### src/rtl/rr_arbiter8.sv
// Round-robin arbiter: registered one-hot grant plus binary index, held until the owner
// releases, drops its request, or exceeds MAX_HOLD cycles. One idle bubble between grants.
module rr_arbiter8 #(
  parameter int unsigned N        = 8,
  parameter int unsigned IDXW     = 3,
  parameter int unsigned MAX_HOLD = 16
) (
  input  logic            clk,
  input  logic            rst_n,
  input  logic [N-1:0]    req,
  input  logic            done,
  output logic [N-1:0]    grant,
  output logic [IDXW-1:0] grant_idx,
  output logic            grant_valid,
  output logic            timeout
);

  localparam int unsigned CW = (MAX_HOLD > 1) ? $clog2(MAX_HOLD) : 1;
  localparam logic [CW-1:0] HoldLast = CW'((MAX_HOLD > 0) ? MAX_HOLD - 1 : 0);
  localparam logic [IDXW:0] NumReq = (IDXW + 1)'(N);

  typedef enum logic [0:0] {StIdle, StBusy} state_e;

  state_e          state_q;
  logic [N-1:0]    grant_q;
  logic [IDXW-1:0] idx_q;
  logic [IDXW-1:0] ptr_q;
  logic [CW-1:0]   hold_cnt_q;
  logic            timeout_q;

  logic            pick_found;
  logic [IDXW-1:0] pick_idx;
  logic [IDXW-1:0] ptr_nxt;
  logic [IDXW:0]   idx_inc;
  logic            owner_rel;
  logic            time_rel;

  // Scan requesters starting at ptr_q, wrapping modulo N.
  always_comb begin
    int unsigned cand;
    logic [N-1:0] req_sh;
    pick_found = 1'b0;
    pick_idx   = '0;
    cand       = 0;
    req_sh     = '0;
    for (int unsigned k = 0; k < N; k++) begin
      cand = 32'(ptr_q) + k;
      if (cand >= N) cand = cand - N;
      req_sh = req >> cand;
      if (!pick_found && req_sh[0]) begin
        pick_found = 1'b1;
        pick_idx   = IDXW'(cand);
      end
    end
  end

  always_comb begin
    idx_inc = {1'b0, idx_q} + (IDXW + 1)'(1);
    ptr_nxt = (idx_inc == NumReq) ? '0 : idx_inc[IDXW-1:0];
  end

  assign owner_rel = done | ~|(req & grant_q);
  assign time_rel  = (MAX_HOLD != 0) && (hold_cnt_q == HoldLast);

  always_ff @(posedge clk or negedge rst_n) begin
    if (!rst_n) begin
      state_q    <= StIdle;
      grant_q    <= '0;
      idx_q      <= '0;
      ptr_q      <= '0;
      hold_cnt_q <= '0;
      timeout_q  <= 1'b0;
    end else begin
      unique case (state_q)
        StIdle: begin
          timeout_q <= 1'b0;
          if (pick_found) begin
            grant_q    <= N'(1) << pick_idx;
            idx_q      <= pick_idx;
            hold_cnt_q <= '0;
            state_q    <= StBusy;
          end
        end
        StBusy: begin
          if (owner_rel || time_rel) begin
            grant_q   <= '0;
            ptr_q     <= ptr_nxt;
            state_q   <= StIdle;
            // An owner-initiated release in the same cycle suppresses the timeout flag.
            timeout_q <= time_rel & ~owner_rel;
          end else begin
            hold_cnt_q <= hold_cnt_q + CW'(1);
            timeout_q  <= 1'b0;
          end
        end
        default: state_q <= StIdle;
      endcase
    end
  end

  assign grant       = grant_q;
  assign grant_idx   = idx_q;
  assign grant_valid = |grant_q;
  assign timeout     = timeout_q;

endmodule

### config.mk
export PLATFORM = sky130hd
export DESIGN_NAME = rr_arbiter8
export DESIGN_NICKNAME = d
export VERILOG_FILES = /design/src/rtl/rr_arbiter8.sv
export SDC_FILE = /design/constraint.sdc
export NUM_CORES = 1
export LEC_CHECK = 0
export ABC_AREA = 0
export CAP_MARGIN = 15
export CORE_ASPECT_RATIO = 1.75
export CORE_MARGIN = 1
export CORE_UTILIZATION = 35
export DETAILED_ROUTE_END_ITERATION = 8
export HOLD_SLACK_MARGIN = 0.05
export PLACE_DENSITY = 0.61
export SYNTH_ARGS = -nofsm -noshare
export SYNTH_HDL_FRONTEND = slang
export SYNTH_SLANG_ARGS = --single-unit
export TNS_END_PERCENT = 100
### constraint.sdc
create_clock -name clk -period 8.1 [get_ports clk]
set_clock_uncertainty 0.2 [all_clocks]
set_input_delay 0.81 -clock clk [delete_from_list [all_inputs] [get_ports clk]]
set_output_delay 0.81 -clock clk [all_outputs]
set_load 0.01 [all_outputs]
==> results of run 1 <==
-- state kept, by name, summed over array words and instances (netlist names) --
register    cells
timeout         1
grant           8
hold_cnt_q      4
ptr_q           3
state_q         1
grant_idx       3
-- cells by family after synthesis --
group	count (synthesis)
compound gates	51
xor+xnor	3
fa+ha+maj	8
buf+inv	17
flops	20
mux	34
simple gates	58
-- through the flow --
step	hold WS [ps]	instances
finish	323	285
global route	334	285
CTS	322	285
detailed placement	314	281
global placement	301	281
floorplan	265	191
-- metal layers --
| metal | vias to the layer above | track usage | routed length, µm |
|---|---|---|---|
| met3 | 17 | 0.0141 | 182 |
| met5 | - | 0 | 0 |
| li1 | 797 | - | - |
| met4 | 0 | 0.0989 | 229 |
| met1 | 854 | 0.223 | 2160 |
| met2 | 50 | 0.382 | 2990 |
-- worst max-delay path, stage by stage (launching register included) --
cell      delay, ps
dfrtp_1         810
inv_2           270
ha_1            750
mux4_2          650
mux2i_4         210
nor3b_4         290
nand4b_1        230
o21ai_2         400
and2_1          260
a32o_1          140
-- layout make-up --
cell class,count,area (µm²)
fillers,568,3060
multi-input cells,154,1370
flip-flops and latches,20,500
repair buffers,23,230
well taps,74,92.6
clock buffers,4,55.1
inverters,10,37.5
-- synthesized netlist by cell type (all sizes together) (2+ instances only) --
master | count | area [µm²]
dfrtp | 20 | 500
nand2 | 13 | 48.8
mux4 | 12 | 270
nor2 | 12 | 45.0
mux2 | 11 | 124
mux2i | 11 | 123
inv | 10 | 37.5
o21ai | 10 | 53.8
ha | 8 | 100
o31ai | 8 | 70.1
nand3 | 7 | 35.0
a32o | 6 | 61.3
and3 | 5 | 31.3
buf | 5 | 46.3
a21oi | 4 | 20.0
a22oi | 4 | 30.0
nand2b | 4 | 25.0
and2 | 3 | 21.3
nor4 | 3 | 33.8
o22ai | 3 | 18.8
xor2 | 3 | 26.3
a221oi | 2 | 23.8
a31oi | 2 | 12.5
clkbuf | 2 | 7.51
nor3 | 2 | 15.0
o211ai | 2 | 15.0
or2 | 2 | 12.5
or3 | 2 | 12.5
-- worst max path at each step --
stage,from,to,slack (ps)
after floorplan,ptr_q[1]$_DFFE_PN0P_,grant[4]$_DFFE_PN0P_,4700
after global placement,ptr_q[0]$_DFFE_PN0P_,grant[3]$_DFFE_PN0P_,3880
after detailed placement,ptr_q[0]$_DFFE_PN0P_,grant[0]$_DFFE_PN0P_,3830
after CTS,ptr_q[0]$_DFFE_PN0P_,grant[0]$_DFFE_PN0P_,3800
after global routing,ptr_q[0]$_DFFE_PN0P_,grant[5]$_DFFE_PN0P_,3470
final,ptr_q[0]$_DFFE_PN0P_,grant[3]$_DFFE_PN0P_,3820
==> flow_summary.toml, run 1 <==
[placement]
port-buffer-count = 23
pre_cts_ws_ps = 3830
place_hpwl_um = 4290
dpl_cell_area_um2 = 2230
routabilityCongestion = 0.897

[logic_synthesis]
ys_warn_count = 0
synth_ff_type = "dfrtp_1"
syn-cell-area_um2 = 1960
ys_seq_area_frac = 0.255
synth_top_family_by_area = "multiplexers"
synthMuxAreaShare = 0.263
synth_xor_area_frac = 0.0134
synthCells = 191
ys_seq_elements = 20
synthAdderAreaFrac = 0.0510
synth_nets = 210
synth_cell_types = 57
async_flop_share = 1.00
yosys.area_share.simple = 0.172
synth_edf_count = 0
postSynthAreaPerCell_um2 = 10.3
synth_compound_area_frac = 0.199

[route]
drcViolationCount = 0
wl_um = 5560
vias = 1718
vias_per_cell = 6.03
ant_nets = 0
wl_per_cell_um = 19.5
drt_first_pass_iters = 4
drt_iter0_drc = 61

[timing]
drv_slew = 0
setup_viol_count_final = 0
relSlewSlack = 0.408
tightest_slew_ps = 885
min_period_ps = 4280
setup_ws_ps = 3820
final_hold_viol_count = 0
min_period_over_period = 0.528
tns_ps = 0
rsz0062_at_grt = "false"
timing.fmax_mhz = 234

[finish]
syn2layout_area_growth_pct = 16.5
nets = 231
drive_gt1_frac = 0.175
final_util = 0.428
diodes = 0
final_common_cell = "clkdlybuf4s50_1"
final_cell_mix = "clkdlybuf4s50_1, dfrtp_1, nand2_1, mux4_2, nor2_1"
stdcell_area_um2 = 2290

[clocking]
clk_latency_ps = 260
cts_root_buffer = "clkbuf_8"
cts_tree = "done"
cts_sinks = 20
htree_levels = 1
clockBufferDepth = 2
postCtsHoldBufs = 0
postCtsSetupBuffers = 0
clk_pin_slew_worst_paths_ps = 70
ctsResizeCount = 0
numCtsBuffers = 3

[grt]
antenna_found_initial = 0
grt_max_degree = 21
track_usage = 0.204
overflow = 0
grt_first_pass_wirelength_um = 8950
grt_pass1_vias = 1752

[min_path]
min_to = "hold_cnt_q[1]$_DFFE_PN0P_"
whs_path_depth = 1
min_path_type = "reg -> reg"
hold_start = "hold_cnt_q[1]$_DFFE_PN0P_"

[worst_setup_path]
cp.arrival_ps = 4280
cp.required_ps = 8100
r2r-end = "grant[3]$_DFFE_PN0P_"
r2r-start = "ptr_q[0]$_DFFE_PN0P_"
cp-end-kind = "flip-flop"
r2r_cells = 9
reg2reg_slack_ps = 3820
crit_type = "reg -> reg"
start_kind = "flip-flop"
crit_fanout = 17

[run]
maxCapViolCount = 0

[floorplanning]
io_pins = 24
dieArea_um2 = 5920
core_um2 = 5340
initial_core_util = 0.367
die_x_um = 58.6
rows = 35
fp.dieH_um = 101

[outcome]
status = "finished clean"
Power of run 1 is left out: the tool's default activity adds up to more than one toggle a clock period on the data nets, which glitch-free logic cannot reach.
==> run 2, diff against run 1 <==
==> constraint.sdc (replaced) <==
create_clock -name clk -period 4.1 [get_ports clk]
set_clock_uncertainty 0.2 [all_clocks]
set_input_delay 0.41 -clock clk [delete_from_list [all_inputs] [get_ports clk]]
set_output_delay 0.41 -clock clk [all_outputs]
set_load 0.01 [all_outputs]
==> run 2 against run 1 <==
Critical path depth increased by 1. Global-route usage increased by 0.22 points. Count of clock-buffer cells in the layout decreased by 1. Highest routed layer unchanged. Via count increased by 3.4%. Design area increased by 2.4%. Critical path type unchanged. Routed wire length decreased by 0.32%. Hold slack got worse by 13 ps.
==> flow_summary.toml, run 2 (same netlist as run 1, synthesis figures left out) <==
[floorplanning]
io_pins = 24
die_x_um = 58.6
initial_core_util = 0.367
rows = 35
core_um2 = 5340
fp.dieH_um = 101
dieArea_um2 = 5920

[worst_setup_path]
crit_slowest_cell = "o31ai_2"
crit_start = "ptr_q[0]$_DFFE_PN0P_"
crit_end = "grant[5]$_DFFE_PN0P_"
worstPathCellList = "inv_2 > ha_1 > buf_4 > mux2i_1 > mux4_2 > a32o_2 > a222oi_1 > a31oi_1 > o31ai_2 > o31ai_1"
cp.arrival_ps = 3440
start_kind = "flip-flop"
slowest_delay_ps = 510
crit_type = "reg -> reg"
critPathBufInv = 2
critPathTopFamily = "compound AO/OA/AOI/OAI gates"
cp.required_ps = 4030
path_depth = 10
crit_fanout = 13
reg2reg_slack_ps = 580
r2r-end = "grant[5]$_DFFE_PN0P_"
r2r_cells = 10
r2r-start = "ptr_q[0]$_DFFE_PN0P_"
cp-end-kind = "flip-flop"

[route]
vias_per_cell = 6.12
drcViolationCount = 0
ant_nets = 0
wl_um = 5540
vias = 1776
wl_per_cell_um = 19.1
drt_iter0_drc = 90
drt_first_pass_iters = 4

[timing]
tns_ps = 0
drv_slew = 0
min_period_ps = 3520
relSlewSlack = 0.392
min_period_over_period = 0.857
setup_viol_count_final = 0
timing.fmax_mhz = 284
final_hold_viol_count = 0
tightest_slew_ps = 909
rsz0062_at_grt = "false"

[grt]
overflow = 0
track_usage = 0.206
grt_max_degree = 21
grt_pass1_vias = 1856
grt_first_pass_wirelength_um = 9080
antenna_found_initial = 0

[min_path]
min_path_type = "reg -> reg"

[outcome]
status = "finished clean"

[finish]
syn2layout_area_growth_pct = 19.3
largest_reg_flops = 8
final_common_cell = "clkdlybuf4s50_1"
final_cell_mix = "clkdlybuf4s50_1, dfrtp_1, nand2_1, mux4_2, nor2_1"
diodes = 0
drive_gt1_frac = 0.194
nets = 236
stdcell_area_um2 = 2340

[clocking]
clockBufferDepth = 2
cts_root_buffer = "clkbuf_8"
cts_tree = "done"
htree_levels = 1
postCtsSetupBuffers = 0
clk_latency_ps = 260
ctsResizeCount = 0
postCtsHoldBufs = 0
numCtsBuffers = 3
cts_sinks = 20
clk_pin_slew_worst_paths_ps = 80

[run]
maxCapViolCount = 0

[placement]
routabilityCongestion = 0.899
place_hpwl_um = 4340
port-buffer-count = 23
dpl_cell_area_um2 = 2270
run 2: changes by cell type in the layout (fill, tap and decap cells not counted), sizes merged:
cell / delta
buf: +5
clkbuf: -1
bufinv: +1
run 2: per-layer routing:
metal	global-route usage	routed length, µm
met1	0.214	2050
met2	0.374	3010
met3	0.0167	155
met4	0.148	329
met5	0	0
run 2: area by class of cell:
type / instances / area [µm²]
fillers: 539 / 3000
clock inverters: 1 / 30.0
well taps: 74 / 92.6
clock buffers: 3 / 41.3
repair buffers: 28 / 268
flip-flops and latches: 20 / 500
multi-input cells: 154 / 1370
inverters: 10 / 37.5
run 2: how the worst min path moves through the flow:
| stage | end | slack (ps) | from | cells after the start |
|---|---|---|---|---|
| after global placement | hold_cnt_q[1]$_DFFE_PN0P_ | 300 | hold_cnt_q[1]$_DFFE_PN0P_ | 1 |
| after global routing | hold_cnt_q[2]$_DFFE_PN0P_ | 340 | hold_cnt_q[2]$_DFFE_PN0P_ | 1 |
| final | hold_cnt_q[2]$_DFFE_PN0P_ | 310 | hold_cnt_q[2]$_DFFE_PN0P_ | 1 |
| after CTS | hold_cnt_q[2]$_DFFE_PN0P_ | 310 | hold_cnt_q[2]$_DFFE_PN0P_ | 1 |
| after floorplan | grant[0]$_DFFE_PN0P_ | -90 | rst_n | 0 |
| after detailed placement | hold_cnt_q[2]$_DFFE_PN0P_ | 300 | hold_cnt_q[2]$_DFFE_PN0P_ | 1 |
run 2: stage by stage:
stage | cells | worst slack (ps) | util | hold WS, ps
4_1_cts | 290 | 561 | 0.438 | 313
2_1_floorplan | 191 | 703 | - | -85.6
6_report | 290 | 585 | 0.438 | 310
3_3_place_gp | 286 | 571 | 0.425 | 304
5_1_grt | 290 | 386 | 0.438 | 341
3_5_place_dp | 286 | 605 | 0.425 | 304
run 2: worst reg2reg max path: stages, from the launching register on:
cell and delay, ps:
dfrtp_1 390, inv_2 220, ha_1 320, buf_4 210, mux2i_1 160, mux4_2 500, a32o_2 340, a222oi_1 230
a31oi_1 170, o31ai_2 510, o31ai_1 130
Power of run 2 is left out for the same reason.
==> run 3, diff against run 2 <==
--- a/config.mk
+++ b/config.mk
@@ -12,7 +12,7 @@
 export CORE_UTILIZATION = 35
 export DETAILED_ROUTE_END_ITERATION = 8
 export HOLD_SLACK_MARGIN = 0.05
-export PLACE_DENSITY = 0.61
+export PLACE_DENSITY = 0.63
 export SYNTH_ARGS = -nofsm -noshare
 export SYNTH_HDL_FRONTEND = slang
 export SYNTH_SLANG_ARGS = --single-unit
==> constraint.sdc (replaced) <==
create_clock -name clk -period 3 [get_ports clk]
set_clock_uncertainty 0.2 [all_clocks]
set_input_delay 0.3 -clock clk [delete_from_list [all_inputs] [get_ports clk]]
set_output_delay 0.3 -clock clk [all_outputs]
set_load 0.01 [all_outputs]
==> run 3 against run 2 <==
The flow now finishes with violations (negative setup slack). Hold slack gained 14 ps. First-iteration DRC count grew 76%. Via count rose by 13%. Routed wire length is 14% higher. Register-to-register slack lost 720 ps. Non-clock buffer count rose by 59. Sequential share of layout area down 4.5 points. Global-route usage is 1.2 points higher. Largest cell class unchanged.
==> flow_summary.toml, run 3 (same netlist as run 1, synthesis figures left out) <==
[timing]
drv_slew = 0
timing.fmax_mhz = 319
tightest_slew_ps = 922
relSlewSlack = 0.384
min_period_ps = 3130
setup_ws_ps = -133
rsz0062_at_grt = "true"
setup_viol_count_final = 15
final_hold_viol_count = 0
min_period_over_period = 1.04

[clocking]
htree_levels = 1
clockBufferDepth = 2
clk_pin_slew_worst_paths_ps = 70
cts_root_buffer = "clkbuf_8"
cts_sinks = 20
numCtsBuffers = 3
cts_tree = "done"
clk_latency_ps = 260
postCtsHoldBufs = 0

[route]
vias_per_cell = 5.73
vias = 2000
wl_per_cell_um = 18.1
drt_first_pass_iters = 4
drcViolationCount = 0
ant_nets = 0
drt_iter0_drc = 158
wl_um = 6330

[floorplanning]
io_pins = 24
dieArea_um2 = 5920
fp.dieH_um = 101
core_um2 = 5340
rows = 35
die_x_um = 58.6
initial_core_util = 0.367

[worst_setup_path]
slowest_delay_ps = 560
crit_fanout = 7
crit_type = "reg -> reg"
cp.arrival_ps = 3090
cp.required_ps = 2960
reg2reg_slack_ps = -130
r2r_cells = 11
worstPathCellList = "inv_6 > ha_4 > mux4_2 > mux2i_4 > nor3b_4 > nand4b_1 > buf_4 > o31ai_4 > buf_4 > o211ai_1 > o41ai_2"
cpMostUsedCell = "buf_4"
r2r-end = "hold_cnt_q[2]$_DFFE_PN0P_"
cp-end-kind = "flip-flop"
r2r-start = "ptr_q[0]$_DFFE_PN0P_"
start_kind = "flip-flop"
crit_slowest_cell = "mux4_2"

[finish]
diodes = 0
largest_reg_flops = 8
nets = 295
syn2layout_area_growth_pct = 51.8
final_cells = 349
final_cell_mix = "buf_4, clkdlybuf4s50_1, dfrtp_1, mux4_2, nor2_1"
drive_gt1_frac = 0.462
final_common_cell = "buf_4"

[grt]
grt_first_pass_wirelength_um = 9770
grt_max_degree = 21
overflow = 0
grt_pass1_vias = 2011
antenna_found_initial = 0
track_usage = 0.218

[placement]
routabilityCongestion = 0.894
dp.cells = 331
place_hpwl_um = 4640
port-buffer-count = 23

[min_path]
min_path_type = "reg -> reg"
hold_start = "hold_cnt_q[2]$_DFFE_PN0P_"
whs_path_depth = 1
min_to = "hold_cnt_q[2]$_DFFE_PN0P_"

[outcome]
violations = "negative setup slack"
status = "finished, violations left"

[run]
maxCapViolCount = 0
-- run 3: cell types whose count changed in the layout (fill, tap and decap cells not counted), moves of 2 or more --
cell / change
o22ai_1: -2
mux2_1: -2
buf_6: +4
buf_4: +55
mux2i_1: -3
nand2_1: -2
nand2_2: +2
o31ai_4: +2
o31ai_1: -2
mux2_4: +3
mux2i_2: +2
-- run 3: final cells by class --
type                            instances  area (µm²)
Multi-Input combinational cell        154        1560
Inverter                               10        45.0
Sequential cell                        20         502
Clock buffer                            4        55.1
Tap cell                               74        92.6
Timing Repair Buffer                   87         726
Fill cell                             486        2360
-- run 3: layer usage --
layer  global-route usage  part of all wire  up-vias  wire length, µm
met1                0.250              0.39      995             2490
met3              0.00513             0.038       19              240
met4                0.108             0.031        0              199
met2                0.402              0.54       64             3400
met5                    0                 0        -                0
li1                     -                 -      922                -
-- run 3: how the worst max path moves through the flow --
stage	from	to	slack (ps)	cells past startpoint
floorplan	ptr_q[1]$_DFFE_PN0P_	grant[2]$_DFFE_PN0P_	-160	11
detailed placement	req[4]	grant[5]$_DFFE_PN0P_	-270	9
CTS	ptr_q[0]$_DFFE_PN0P_	grant[3]$_DFFE_PN0P_	-90	9
finish	ptr_q[0]$_DFFE_PN0P_	hold_cnt_q[2]$_DFFE_PN0P_	-130	11
global placement	req[4]	grant[4]$_DFFE_PN0P_	-230	9
global route	ptr_q[0]$_DFFE_PN0P_	grant[0]$_DFFE_PN0P_	-250	11
-- run 3: critical path: cells and delay by family, from the launching register on --
kind / cells / cell delay (ps)
DFF: 1 / 420
and+or+nand+nor: 2 / 530
adders and majority gates: 1 / 330
muxes: 2 / 740
AOI/OAI and AO/OA: 3 / 400
buffers and inverters: 3 / 420
-- run 3: what timing repair did --
action / 4_1_cts / 5_1_grt
pin swaps: 14 / 8
gates resized for setup: 17 / 18
endpoints found under the setup margin: 16 / 16
buffers inserted: 9 / 5
-- run 3: through the flow --
stage / utilization / TNS (ps) / hold WS (ps) / setup slack (ps) / cell area, µm²
CTS: 0.533 / -726 / 314 / -93.1 / 2850
finish: 0.557 / -1100 / 324 / -133 / 2980
global placement: 0.493 / -2730 / 293 / -231 / 2640
floorplan: - / -1280 / -196 / -157 / 2000
detailed placement: 0.493 / -2980 / 304 / -271 / 2640
global route: 0.557 / -3000 / 352 / -249 / 2980
Power of run 3 is left out for the same reason.
